<file path="src/rtl/downcounter_timer.sv">
// Loadable down-counter timer: a prescaler divides clk by CLK_DIV into count
// ticks; q counts down to zero, then either stops in DONE or auto-reloads.
module downcounter_timer #(
  parameter int CLK_DIV = 100_000_000,
  parameter int W       = 4
) (
  input  logic         clk,
  input  logic         rst,
  input  logic         load,
  input  logic [W-1:0] load_val,
  input  logic         start,
  input  logic         pause,
  input  logic         auto_reload,
  output logic [W-1:0] q,
  output logic         running,
  output logic         tick,
  output logic         done
);

  localparam int PW = (CLK_DIV > 2) ? $clog2(CLK_DIV) : 1;
  localparam logic [PW-1:0] PRE_MAX = PW'(CLK_DIV - 1);

  typedef enum logic [1:0] {
    S_IDLE,
    S_RUN,
    S_PAUSE,
    S_DONE
  } state_t;

  state_t        r_state, w_state_nxt;
  logic [W-1:0]  r_q, w_q_nxt;
  logic [W-1:0]  r_reload, w_reload_nxt;
  logic [PW-1:0] r_presc, w_presc_nxt;
  logic          r_tick, w_tick_nxt;
  logic          r_done, w_done_nxt;
  logic          w_last;

  // q <= 1 also catches a stray zero so the count can never wrap.
  assign w_last = (r_q <= W'(1));

  always_ff @(posedge clk) begin
    if (rst) begin
      r_state  <= S_IDLE;
      r_q      <= '0;
      r_reload <= '0;
      r_presc  <= '0;
      r_tick   <= 1'b0;
      r_done   <= 1'b0;
    end else begin
      r_state  <= w_state_nxt;
      r_q      <= w_q_nxt;
      r_reload <= w_reload_nxt;
      r_presc  <= w_presc_nxt;
      r_tick   <= w_tick_nxt;
      r_done   <= w_done_nxt;
    end
  end

  always_comb begin
    w_state_nxt  = r_state;
    w_q_nxt      = r_q;
    w_reload_nxt = r_reload;
    w_presc_nxt  = r_presc;
    w_tick_nxt   = 1'b0;
    w_done_nxt   = 1'b0;

    if (load) begin
      w_state_nxt  = S_IDLE;
      w_q_nxt      = load_val;
      w_reload_nxt = load_val;
      w_presc_nxt  = '0;
    end else begin
      unique case (r_state)
        S_IDLE: begin
          w_presc_nxt = '0;
          if (start && (r_q != '0)) w_state_nxt = S_RUN;
        end
        S_RUN: begin
          // Pause freezes the prescaler and swallows a tick due on this edge.
          if (pause) begin
            w_state_nxt = S_PAUSE;
          end else if (r_presc == PRE_MAX) begin
            w_presc_nxt = '0;
            w_tick_nxt  = 1'b1;
            if (w_last) begin
              w_done_nxt = 1'b1;
              if (auto_reload && (r_reload != '0)) begin
                w_q_nxt = r_reload;
              end else begin
                w_q_nxt     = '0;
                w_state_nxt = S_DONE;
              end
            end else begin
              w_q_nxt = r_q - 1'b1;
            end
          end else begin
            w_presc_nxt = r_presc + 1'b1;
          end
        end
        S_PAUSE: begin
          if (start && !pause) w_state_nxt = S_RUN;
        end
        S_DONE: begin
          w_q_nxt     = '0;
          w_presc_nxt = '0;
        end
        default: w_state_nxt = S_IDLE;
      endcase
    end
  end

  assign q       = r_q;
  assign running = (r_state == S_RUN);
  assign tick    = r_tick;
  assign done    = r_done;

endmodule
</file>
<file path="config.mk">
export PLATFORM = sky130hd
export DESIGN_NAME = downcounter_timer
export DESIGN_NICKNAME = d
export VERILOG_FILES = /design/src/rtl/downcounter_timer.sv
export SDC_FILE = /design/constraint.sdc
export NUM_CORES = 1
export LEC_CHECK = 0
export CAP_MARGIN = 20
export CORE_ASPECT_RATIO = 0.7
export CORE_MARGIN = 1
export CORE_UTILIZATION = 40
export DETAILED_ROUTE_END_ITERATION = 8
export DONT_BUFFER_PORTS = 1
export HOLD_SLACK_MARGIN = 0.05
export PLACE_DENSITY = 0.65
export SYNTH_ARGS = -nofsm -noshare
export SYNTH_HDL_FRONTEND = slang
export SYNTH_SLANG_ARGS = --single-unit
</file>
<file path="constraint.sdc">
create_clock -name clk -period 2.43 [get_ports clk]
set_input_delay 0.486 -clock clk [delete_from_list [all_inputs] [get_ports clk]]
set_output_delay 0.486 -clock clk [all_outputs]
set_load 0.05 [all_outputs]
</file>
======== Word level (Yosys, flattened, before mapping) ========
Cells that the tools add are included.
Widths: inputs -> output; s select.
operators by class
  bitwise logic cells ..................... 2
  add/subtract/negate cells ............... 2
  muxes and demuxes ....................... 18
  reductions and logical operators ........ 17
  order comparisons ....................... 1
  equal/unequal tests ..................... 12
operators by type and width
  kind                   count
  $mux 27                2
  $pmux 27 s2            1
  $add 27x1->27 const B  1
  $eq 27x27->1 const B   1
  $mux 4                 5
  $mux 2                 6
  $ne 3x2->1 const B     3
  $pmux 4 s2             1
  $reduce_bool 4->1      2
  $ne 2x2->1 const B     3
  $ne 3x3->1 const B     2
  $pmux 2 s3             1
  $reduce_and 6->1       1
  $reduce_bool 3->1      2
  $reduce_or 5->1        1
  $eq 2x2->1 const B     2
  $le 4x1->1 const B     1
  $reduce_or 2->1        2
  $reduce_or 4->1        1
  $sub 4x1->4 const B    1
  $logic_and 1x1->1      3
  $reduce_and 3->1       1
  $eq 2x1->1 const B     1
  $logic_not 2->1        1
  other kinds (5)        7
word-level totals
  input bits .............................. 10
  logic and storage cells ................. 58
  output and inout port bits .............. 7
  flip-flop bits (word level) ............. 39

======== Longest topological paths before layout ========
Gate-level depths: netlist of run 1.
  depth in word-level cells ............... 8
  mapped depth ............................ 9
  depth with buffers taken out ............ 7

======== Least setup slack after synthesis of run 1 ========
Ideal clock, no wire load.
  path type ............................... register to register
  start ................................... register r_state[0]
  end ..................................... register r_presc[9]
  slack ................................... -0.123 ns
  path buffers ............................ 0
  data arrival time ....................... 2.479 ns
  data required time ...................... 2.356 ns
  period minus slack after synthesis ...... 2.553 ns
  stages on the path, launching flop included .. 6
  library setup time ...................... 0.074 ns
  cells stage by stage .................... dfxtp_1 -> ha_1 -> mux2_2 -> or4_4 -> or4_1 -> a31oi_1
between the ends
  elaborated cells on any way between the ends .. 8
  those cells by class .................... eq/ne: 3; mux: 1; reduce/logical: 4
RTL lines
  element                                                           RTL line  text
  from (decl)                                                       30        state_t r_state, w_state_nxt;
  from (signal assigned)                                            50        r_state <= w_state_nxt;
  $eq 2x1->1 (*)                                                    -
  named net running                                                 15        output logic running,
  $ne 2x2->1 (no line) / $reduce_bool 2->1 (equally long branches)  -
  $reduce_and 2->1 (no line)                                        -
  to (signal assigned)                                              53        r_presc <= w_presc_nxt;
  to (decl)                                                         33        logic [PW-1:0] r_presc, w_presc_nxt;
The timed path passes the listed nets; every way through them passes the cells marked *.
A chain may end at the register's enable or synchronous reset.

======== Worst setup path after layout of run 1 ========
  start ................................... register r_state[0]
  end ..................................... register r_presc[10]
between the ends
  cells in the longest elaborated chain, start to end .. 4
  elaborated cells on any way between the ends .. 8
  those cells by class .................... eq/ne: 3; mux: 1; reduce/logical: 4
ends and longest elaborated chain
  element                                               RTL line  text
  $eq 2x2->1 / $logic_not 2->1 (equally long branches)  73        unique case (r_state)
  $reduce_or 2->1 (no line)                             -
  $reduce_bool 2->1 (no line)                           -
  $reduce_and 2->1 (no line)                            -
Parallel ways exist; a longest one is shown, timed or not.

==> results.yml, run 1 <==
grt:
  grt.overflow.total: 0
  grt_pass1_wl_microns: 9252
  grt_max_degree: 13
  antenna_found_initial: 0
  grt_pass1_vias: 1809
  grt_usage: 0.1960
finish:
  n_antenna_cell: 0
  synthToLayoutAreaGrowth_pct: 12.44
  design_area_sq_um: 2555
  nets: 309
  drive_gt1_frac: 0.1546
clock_network:
  cts_tree: "built"
  path_clk_slew_ns: 0.07
  clockRootBuffer: "clkbuf_8"
  ctsHoldBuffers: 0
  post_cts_buffers: 0
  cts_buffers: 5
  cts-resized-gates: 0
  clock-sinks: 39
  insertion_delay_ns: 0.29
  cts_buffer_depth: 2
  cts_max_level: 2
synth:
  async_flop_share: 0
  synth_top_area_cell: "dfxtp_1"
  syn_inst: 277
  yosys-top-cells-count: "39 x dfxtp_1, 33 x nand2_1, 30 x nor2_1, 14 x nand3_1, 12 x nor3_1"
  yosysWarnings: 0
  synth.ff_latch_count: 39
  ys_seq_area_frac: 0.3436
  syn_area_sq_um: 2272
  synth_edf_count: 0
  syn_area_per_cell_sq_um: 8.203
  yosysTopAreaCellShare: 0.3436
  synth.top_cells.by_area: "dfxtp_1 34%, nand2_1 5.5%, ha_1 5.0%"
  ys.flop_type: "dfxtp_1"
  yosysMostFrequentCell: "dfxtp_1"
  netlist-cell-type-count: 46
  syn-num-nets: 296
critical_path:
  worstSetupPathType: "reg -> reg"
  r2r-start: "r_state[0]"
  rr_endpoint: "r_presc[10]"
  worst_ep_arrival_time_ns: 2.48
  setup.worst_path.end: "r_presc[10]"
  required_ns: 2.65
  worst-path-max-fanout: 11
  r2r_setup_slack_ns: 0.16
  crit_start: "r_state[0]"
  critPathCaptureType: "register"
  start_kind: "register"
  reg2regPathDepth: 8
floorplan:
  start_util: 0.4233
  core_sq_um: 5368
  num_rows: 22
  dieArea_sq_um: 5990
  fp.dieW_microns: 92.08
  io_pins: 17
  die_h_microns: 65.06
detailed_routing:
  dr_total_vias: 1990
  route.detailed.drc: 0
  ant_nets: 0
  drt-total-wl_microns: 5255
  routedWlPerCell_microns: 14.48
  via_per_inst: 5.482
  drtIter0Drc: 145
  dr.pass1.iters: 4
pwr:
  peakVddDrop_uv: 261.6
  report.power.total_w: 0.001347
  powerDensity_nw_per_um2: 527.4
  power_leakage_nw: 0.9097
sta:
  fin_hold_ws_ns: 0.2590
  slew_violations: 0
  rsz0062_at_grt: "false"
  hold_violations: 0
  timing.final.crit_period_ns: 2.269
  worst_slew_pin_slew_ns: 0.5200
  clock_skew_ns: 0.009806
  slew_headroom: 0.6522
  finalCritPeriodShare: 0.9337
  tns_ns: 0
  finalSetupViolCount: 0
  fmax_mhz: 440.8
place:
  place_hpwl_microns: 3997
  portBuffers: 0
  place_area_sq_um: 2454
  place.gp.congestion: 0.8070
run:
  maxCapViolCount: 0
outcome:
  status: "completed"
min_path:
  hp-class: "in -> reg"
## critical path, cell delays in order, from the launching register on
cell and delay [ns]:
dfxtp_2 0.38, inv_1 0.07, ha_1 0.30, mux2_2 0.28, buf_4 0.18, or3_1 0.46, nor4b_1 0.27, nand2_1 0.09
a31oi_1 0.16
## cells by family (layout without fill, tap and decap cells)
family / count (synthesis) / count (layout) / synth area share
AO/OA/AOI/OAI: 49 / 49 / 0.1602
XOR/XNOR: 14 / 14 / 0.05397
flip-flops: 39 / 39 / 0.3436
AND/OR/NAND/NOR: 136 / 136 / 0.3194
buffers and inverters: 23 / 37 / 0.04020
adder cells (fa/ha/maj): 9 / 9 / 0.04956
multiplexers: 7 / 7 / 0.03304
## layout make-up
type | instances | area, sq um
Fill cell | 531 | 2813
Timing Repair Buffer | 19 | 142.6
Inverter | 10 | 37.54
Multi-Input combinational cell | 215 | 1403
Clock buffer | 8 | 100.1
Sequential cell | 39 | 782.0
Tap cell | 72 | 90.09
## per-stage QoR
| stage | setup slack (ns) | util | std cells |
|---|---|---|---|
| 2_1_floorplan | 0.02740 | - | 277 |
| 3_3_place_gp | 0.1564 | 0.4571 | 355 |
| 3_5_place_dp | 0.1108 | 0.4571 | 355 |
| 4_1_cts | 0.07721 | 0.4758 | 363 |
| 5_1_grt | 0.04914 | 0.4760 | 363 |
| 6_report | 0.1612 | 0.4760 | 363 |
## metal layers
| metal | routed length (microns) | share of wire | track usage |
|---|---|---|---|
| met1 | 3021 | 0.57 | 0.3103 |
| met2 | 1994 | 0.38 | 0.2565 |
| met3 | 214 | 0.041 | 0.04108 |
| met4 | 25 | 0.0048 | 0.05469 |
| met5 | 0 | 0 | 0 |
## registers in the layout (all words and copies together) (netlist names)
name      cells
done          1
q             4
r_presc      27
r_reload      4
r_state       2
tick          1
## layout by cell type, fill, tap and decap left out, drive strengths merged, types with 2 or more instances in the layout
master / netlist / layout
nand3: 14 / 14
buf: 4 / 19
nand4: 11 / 11
mux2i: 3 / 3
o211ai: 2 / 2
inv: 10 / 10
nor2b: 3 / 3
nand3b: 2 / 2
nor4b: 3 / 3
nand2b: 6 / 6
and3: 2 / 2
clkbuf: 9 / 8
a21oi: 11 / 11
a211oi: 3 / 3
mux2: 4 / 4
or2: 3 / 3
or4: 4 / 4
ha: 9 / 9
dfxtp: 39 / 39
xor2: 7 / 7
a221o: 3 / 3
a21boi: 2 / 2
nor4: 6 / 6
nor3: 12 / 12
o211a: 6 / 6
or3: 3 / 3
nor2: 30 / 30
a31oi: 9 / 9
nand2: 33 / 33
xnor2: 7 / 7
o21ai: 7 / 7
## power breakdown
part	total [W]	switching (W)	internal, W
combinational	0.000205	0.000120	0.0000853
sequential	0.000663	0.0000115	0.000652
clock	0.000479	0.000220	0.000259
## how the worst min path moves through the flow
stage                            from          end  slack (ns)  cells past startpoint
final                             rst  r_reload[0]        0.26                      1
after global routing              rst  r_reload[2]        0.25                      1
after CTS                         rst  r_reload[0]        0.25                      1
after detailed placement  r_presc[20]  r_presc[20]        0.48                      1
after global placement    r_presc[20]  r_presc[20]        0.48                      1
after floorplan           r_presc[20]  r_presc[20]        0.46                      1
No activity file was read; power rests on OpenSTA's default activity.
==> run 2, diff against run 1 <==
--- a/config.mk
+++ b/config.mk
@@ -8,11 +8,11 @@
 export CAP_MARGIN = 20
 export CORE_ASPECT_RATIO = 0.7
 export CORE_MARGIN = 1
-export CORE_UTILIZATION = 40
+export CORE_UTILIZATION = 35
 export DETAILED_ROUTE_END_ITERATION = 8
 export DONT_BUFFER_PORTS = 1
 export HOLD_SLACK_MARGIN = 0.05
-export PLACE_DENSITY = 0.65
+export PLACE_DENSITY = 0.6
 export SYNTH_ARGS = -nofsm -noshare
 export SYNTH_HDL_FRONTEND = slang
 export SYNTH_SLANG_ARGS = --single-unit
==> results.yml, run 2 (same netlist as run 1, synthesis figures left out) <==
outcome:
  status: "completed"
place:
  post-place-ws_ns: 0.1739
  place_hpwl_microns: 3993
  portBuffers: 0
  place.gp.congestion: 0.8329
sta:
  rsz0062_at_grt: "false"
  worst_slew_pin_slew_ns: 0.5022
  timing.final.crit_period_ns: 2.292
  finalCritPeriodShare: 0.9433
  tns_ns: 0
  fmax_mhz: 436.3
  clock_skew_ns: 0.01136
  slew_violations: 0
  setup_ws_ns: 0.1378
  hold_violations: 0
  slew_headroom: 0.6640
  finalSetupViolCount: 0
critical_path:
  worstSetupPathType: "reg -> reg"
  worst-path-max-fanout: 7
  start_kind: "register"
  reg2regPathDepth: 6
  required_ns: 2.63
  rr_endpoint: "q[2]"
  r2r_setup_slack_ns: 0.14
  r2r-start: "r_presc[0]"
  worst_ep_arrival_time_ns: 2.49
  critPathCaptureType: "register"
detailed_routing:
  ant_nets: 0
  drtIter0Drc: 123
  route.detailed.drc: 0
  routedWlPerCell_microns: 14.45
  via_per_inst: 5.391
  dr_total_vias: 1984
  drt-total-wl_microns: 5318
  dr.pass1.iters: 4
finish:
  final_common_cell: "dfxtp_1"
  n_antenna_cell: 0
  nets: 308
  n_fill_cell: 637
  drive_gt1_frac: 0.1483
  final_cell_mix: "39 x dfxtp_1, 33 x nand2_1, 30 x nor2_1"
  synthToLayoutAreaGrowth_pct: 12.39
  reg_top3: "r_presc x27, q x4, r_reload x4"
  largest_reg_flops: 27
  regMostFlops: "r_presc"
floorplan:
  core_sq_um: 6246
  io_pins: 17
  fp.dieW_microns: 98.30
  start_util: 0.3638
  dieArea_sq_um: 6823
  die_h_microns: 69.41
  num_rows: 24
clock_network:
  post_cts_buffers: 0
  cts_buffers: 5
  cts_max_level: 2
  ctsHoldBuffers: 0
  insertion_delay_ns: 0.30
  clockRootBuffer: "clkbuf_8"
  path_clk_slew_ns: 0.08
  clock-sinks: 39
  cts_tree: "built"
  cts_buffer_depth: 2
  cts-resized-gates: 0
min_path:
  hold_start: "rst"
  holdPathStages: 1
  holdPathEnd: "r_reload[1]"
  hp-class: "in -> reg"
grt:
  grt_usage: 0.1684
  antenna_found_initial: 0
  grt_pass1_vias: 1849
  grt_pass1_wl_microns: 9073
  grt_max_degree: 14
  grt.overflow.total: 0
pwr:
  peakVddDrop_uv: 304.1
  report.power.total_w: 0.001359
  powerDensity_nw_per_um2: 532.0
  power_leakage_nw: 0.9064
run:
  maxCapViolCount: 0
## run 2: changes by cell type in the layout (fill, tap and decap cells not counted), sizes merged
cell	change
buf	-1
## run 2: area by class of cell
cell class | instances | area (sq um) | area share
multi-input combinational | 215 | 1403 | 0.5492
sequential | 39 | 780.7 | 0.3057
timing repair buffer | 18 | 135.1 | 0.05292
tap | 78 | 97.59 | 0.03822
clock buffer | 8 | 100.1 | 0.03920
inverter | 10 | 37.54 | 0.01470
## run 2: power by group
group          leakage (nW)  total, W  switching [W]  internal, W
registers             0.316  0.000661     0.00000988     0.000652
logic                 0.539  0.000208       0.000121    0.0000867
clock network        0.0515  0.000490       0.000230     0.000259
total                 0.906   0.00136       0.000361     0.000998
## run 2: worst max-delay path, cell delays in order (launching register included)
cell     delay, ns
dfxtp_1       0.39
ha_1          0.22
nand4_2       0.23
or4_4         0.62
o41ai_4       0.44
mux2i_1       0.24
nor2_1        0.05
## run 2: per-layer routing
layer | global-route usage | wire length (microns) | vias to the layer above
met5 | 0 | 0 | -
met4 | 0.05970 | 34 | 0
met3 | 0.04032 | 316 | 2
met2 | 0.2254 | 2022 | 58
met1 | 0.2572 | 2944 | 904
li1 | - | - | 1020
## run 2: worst max-delay path by stage
stage | slack [ns] | startpoint | end | depth (start not counted)
2_1_floorplan | 0.03 | r_state[0] | r_presc[9] | 7
3_3_place_gp | 0.21 | r_presc[0] | q[2] | 6
3_5_place_dp | 0.17 | r_state[0] | r_presc[10] | 8
4_1_cts | 0.15 | r_presc[0] | q[2] | 6
5_1_grt | 0.01 | r_presc[0] | q[2] | 6
6_report | 0.14 | r_presc[0] | q[2] | 6
## run 2: metrics by stage
step,area [sq um],util,instances,hold slack [ns]
after floorplan,2275,-,277,0.4579
after global placement,2454,0.3928,360,0.4755
after detailed placement,2454,0.3928,360,0.4887
after CTS,2554,0.4089,368,0.2377
after global routing,2554,0.4089,368,0.2360
final,2554,0.4089,368,0.2453
==> run 3, diff against run 2 <==
--- a/config.mk
+++ b/config.mk
@@ -12,7 +12,7 @@
 export DETAILED_ROUTE_END_ITERATION = 8
 export DONT_BUFFER_PORTS = 1
 export HOLD_SLACK_MARGIN = 0.05
-export PLACE_DENSITY = 0.6
+export PLACE_DENSITY = 0.58
 export SYNTH_ARGS = -nofsm -noshare
 export SYNTH_HDL_FRONTEND = slang
 export SYNTH_SLANG_ARGS = --single-unit
==> constraint.sdc (replaced) <==
create_clock -name clk -period 2.8 [get_ports clk]
set_input_delay 0.56 -clock clk [delete_from_list [all_inputs] [get_ports clk]]
set_output_delay 0.56 -clock clk [all_outputs]
set_load 0.05 [all_outputs]
==> results.yml, run 3 (same netlist as run 1, synthesis figures left out) <==
floorplan:
  dieArea_sq_um: 6823
  io_pins: 17
  num_rows: 24
  fp.dieW_microns: 98.30
  core_sq_um: 6246
  start_util: 0.3638
  die_h_microns: 69.41
sta:
  hold_violations: 0
  clock_skew_ns: 0.004113
  timing.final.crit_period_ns: 2.560
  worst_slew_pin_slew_ns: 0.6959
  fmax_mhz: 390.6
  tns_ns: 0
  finalSetupViolCount: 0
  finalCritPeriodShare: 0.9144
  rsz0062_at_grt: "false"
  slew_violations: 0
  slew_headroom: 0.5311
place:
  place.gp.congestion: 0.8669
  place_hpwl_microns: 4056
  place_area_sq_um: 2391
  portBuffers: 0
pwr:
  p_sw_w: 0.0002912
  report.power.total_w: 0.001097
  pwr-share-seq: 0.524
  swShare: 0.2655
  powerDensity_nw_per_um2: 443.6
  combPwrFrac: 0.153
  intPower_w: 0.0008056
  power_leakage_nw: 0.8579
  clockPowerShare: 0.323
  peakVddDrop_uv: 200.0
grt:
  grt_usage: 0.1705
  grt_pass1_vias: 1825
  antenna_found_initial: 0
  grt.overflow.total: 0
  grt_max_degree: 13
  grt_pass1_wl_microns: 9280
clock_network:
  path_clk_slew_ns: 0.07
  cts_buffer_depth: 2
  clock-sinks: 39
  cts_max_level: 2
  cts-resized-gates: 0
  ctsHoldBuffers: 0
  post_cts_buffers: 0
  clockRootBuffer: "clkbuf_8"
  cts_tree: "built"
  cts_buffers: 5
  insertion_delay_ns: 0.28
detailed_routing:
  route.detailed.drc: 0
  top_layer: "met4"
  dr.pass1.iters: 4
  drt-total-wl_microns: 5303
  wl_met2_microns: 2118
  ant_nets: 0
  routedWlPerCell_microns: 14.73
  wl_met3_microns: 237
  via_per_inst: 5.414
  drtIter0Drc: 156
  met1_length_microns: 2917
  dr_total_vias: 1949
run:
  maxCapViolCount: 0
critical_path:
  worst-path-max-fanout: 12
  start_kind: "register"
  critPathCaptureType: "register"
  worst_ep_arrival_time_ns: 2.77
  reg2regPathDepth: 6
  required_ns: 3.01
  worstSetupPathType: "reg -> reg"
  r2r-start: "r_state[0]"
  slowest_delay_ns: 0.61
  crit_path_cell_trace: "inv_1, ha_1, mux2_2, or4_4, or4_1, a31oi_1"
  rr_endpoint: "r_presc[9]"
  crit_path_top_delay_cell: "or4_4"
  r2r_setup_slack_ns: 0.24
finish:
  final_common_cell: "dfxtp_1"
  design_area_sq_um: 2472
  nets: 300
  final_cell_mix: "39 x dfxtp_1, 33 x nand2_1, 30 x nor2_1"
  n_antenna_cell: 0
  drive_gt1_frac: 0.1170
  largest_reg_flops: 27
  reg_top3: "r_presc x27, q x4, r_reload x4"
  synthToLayoutAreaGrowth_pct: 8.811
  regMostFlops: "r_presc"
min_path:
  hp-class: "in -> reg"
  holdPathEnd: "r_reload[2]"
  holdPathStages: 1
  hold_start: "rst"
outcome:
  status: "completed"
==> run 3: layer usage <==
metal | global-route usage | vias to the layer above
li1 | - | 1010
met1 | 0.2679 | 902
met2 | 0.2300 | 35
met3 | 0.03931 | 2
met4 | 0.03980 | 0
met5 | 0 | -
==> run 3: through the flow <==
step	setup WS [ns]	std cells	hold WS, ns	utilization
floorplan	0.2469	277	0.4579	-
global placement	0.3169	352	0.4774	0.3828
detailed placement	0.2675	352	0.4807	0.3828
CTS	0.2464	360	0.3285	0.3958
global route	0.07999	360	0.3282	0.3958
finish	0.2396	360	0.3394	0.3958
==> run 3: power by group through the flow <==
| stage | clock network [W] | logic, W | registers, W |
|---|---|---|---|
| final | 0.000354 | 0.000168 | 0.000574 |
| after global routing | 0.000392 | 0.000187 | 0.000576 |
| after CTS | 0.000370 | 0.000168 | 0.000574 |
| after detailed placement | 0 | 0.000168 | 0.000587 |
| after global placement | 0 | 0.000167 | 0.000587 |
| after floorplan | 0 | 0.000108 | 0.000609 |
==> run 3: worst max-delay path by stage <==
stage	startpoint	endpoint	cells past startpoint
6_report	r_state[0]	r_presc[9]	6
5_1_grt	r_state[0]	r_presc[9]	6
3_5_place_dp	r_state[0]	r_presc[9]	6
2_1_floorplan	r_state[0]	r_presc[9]	5
3_3_place_gp	r_state[0]	r_presc[9]	6
4_1_cts	r_state[0]	r_presc[9]	6
==> run 3: final cells by class <==
| type | instances | area [sq um] |
|---|---|---|
| clock inverter | 1 | 5.005 |
| timing repair buffer | 10 | 75.07 |
| clock buffer | 7 | 76.32 |
| fill | 636 | 3774 |
| sequential | 39 | 780.7 |
| multi-input combinational | 215 | 1400 |
| tap | 78 | 97.59 |
| inverter | 10 | 37.54 |
==> run 3: critical path, delay by kind of cell (launching register included) <==
kind                     cells  cell delay (ns)
AND/OR/NAND/NOR              2             1.02
flip-flops                   1             0.43
buffers and inverters        1             0.15
adder cells (fa/ha/maj)      1             0.33
multiplexers                 1             0.38
AO/OA/AOI/OAI                1             0.17
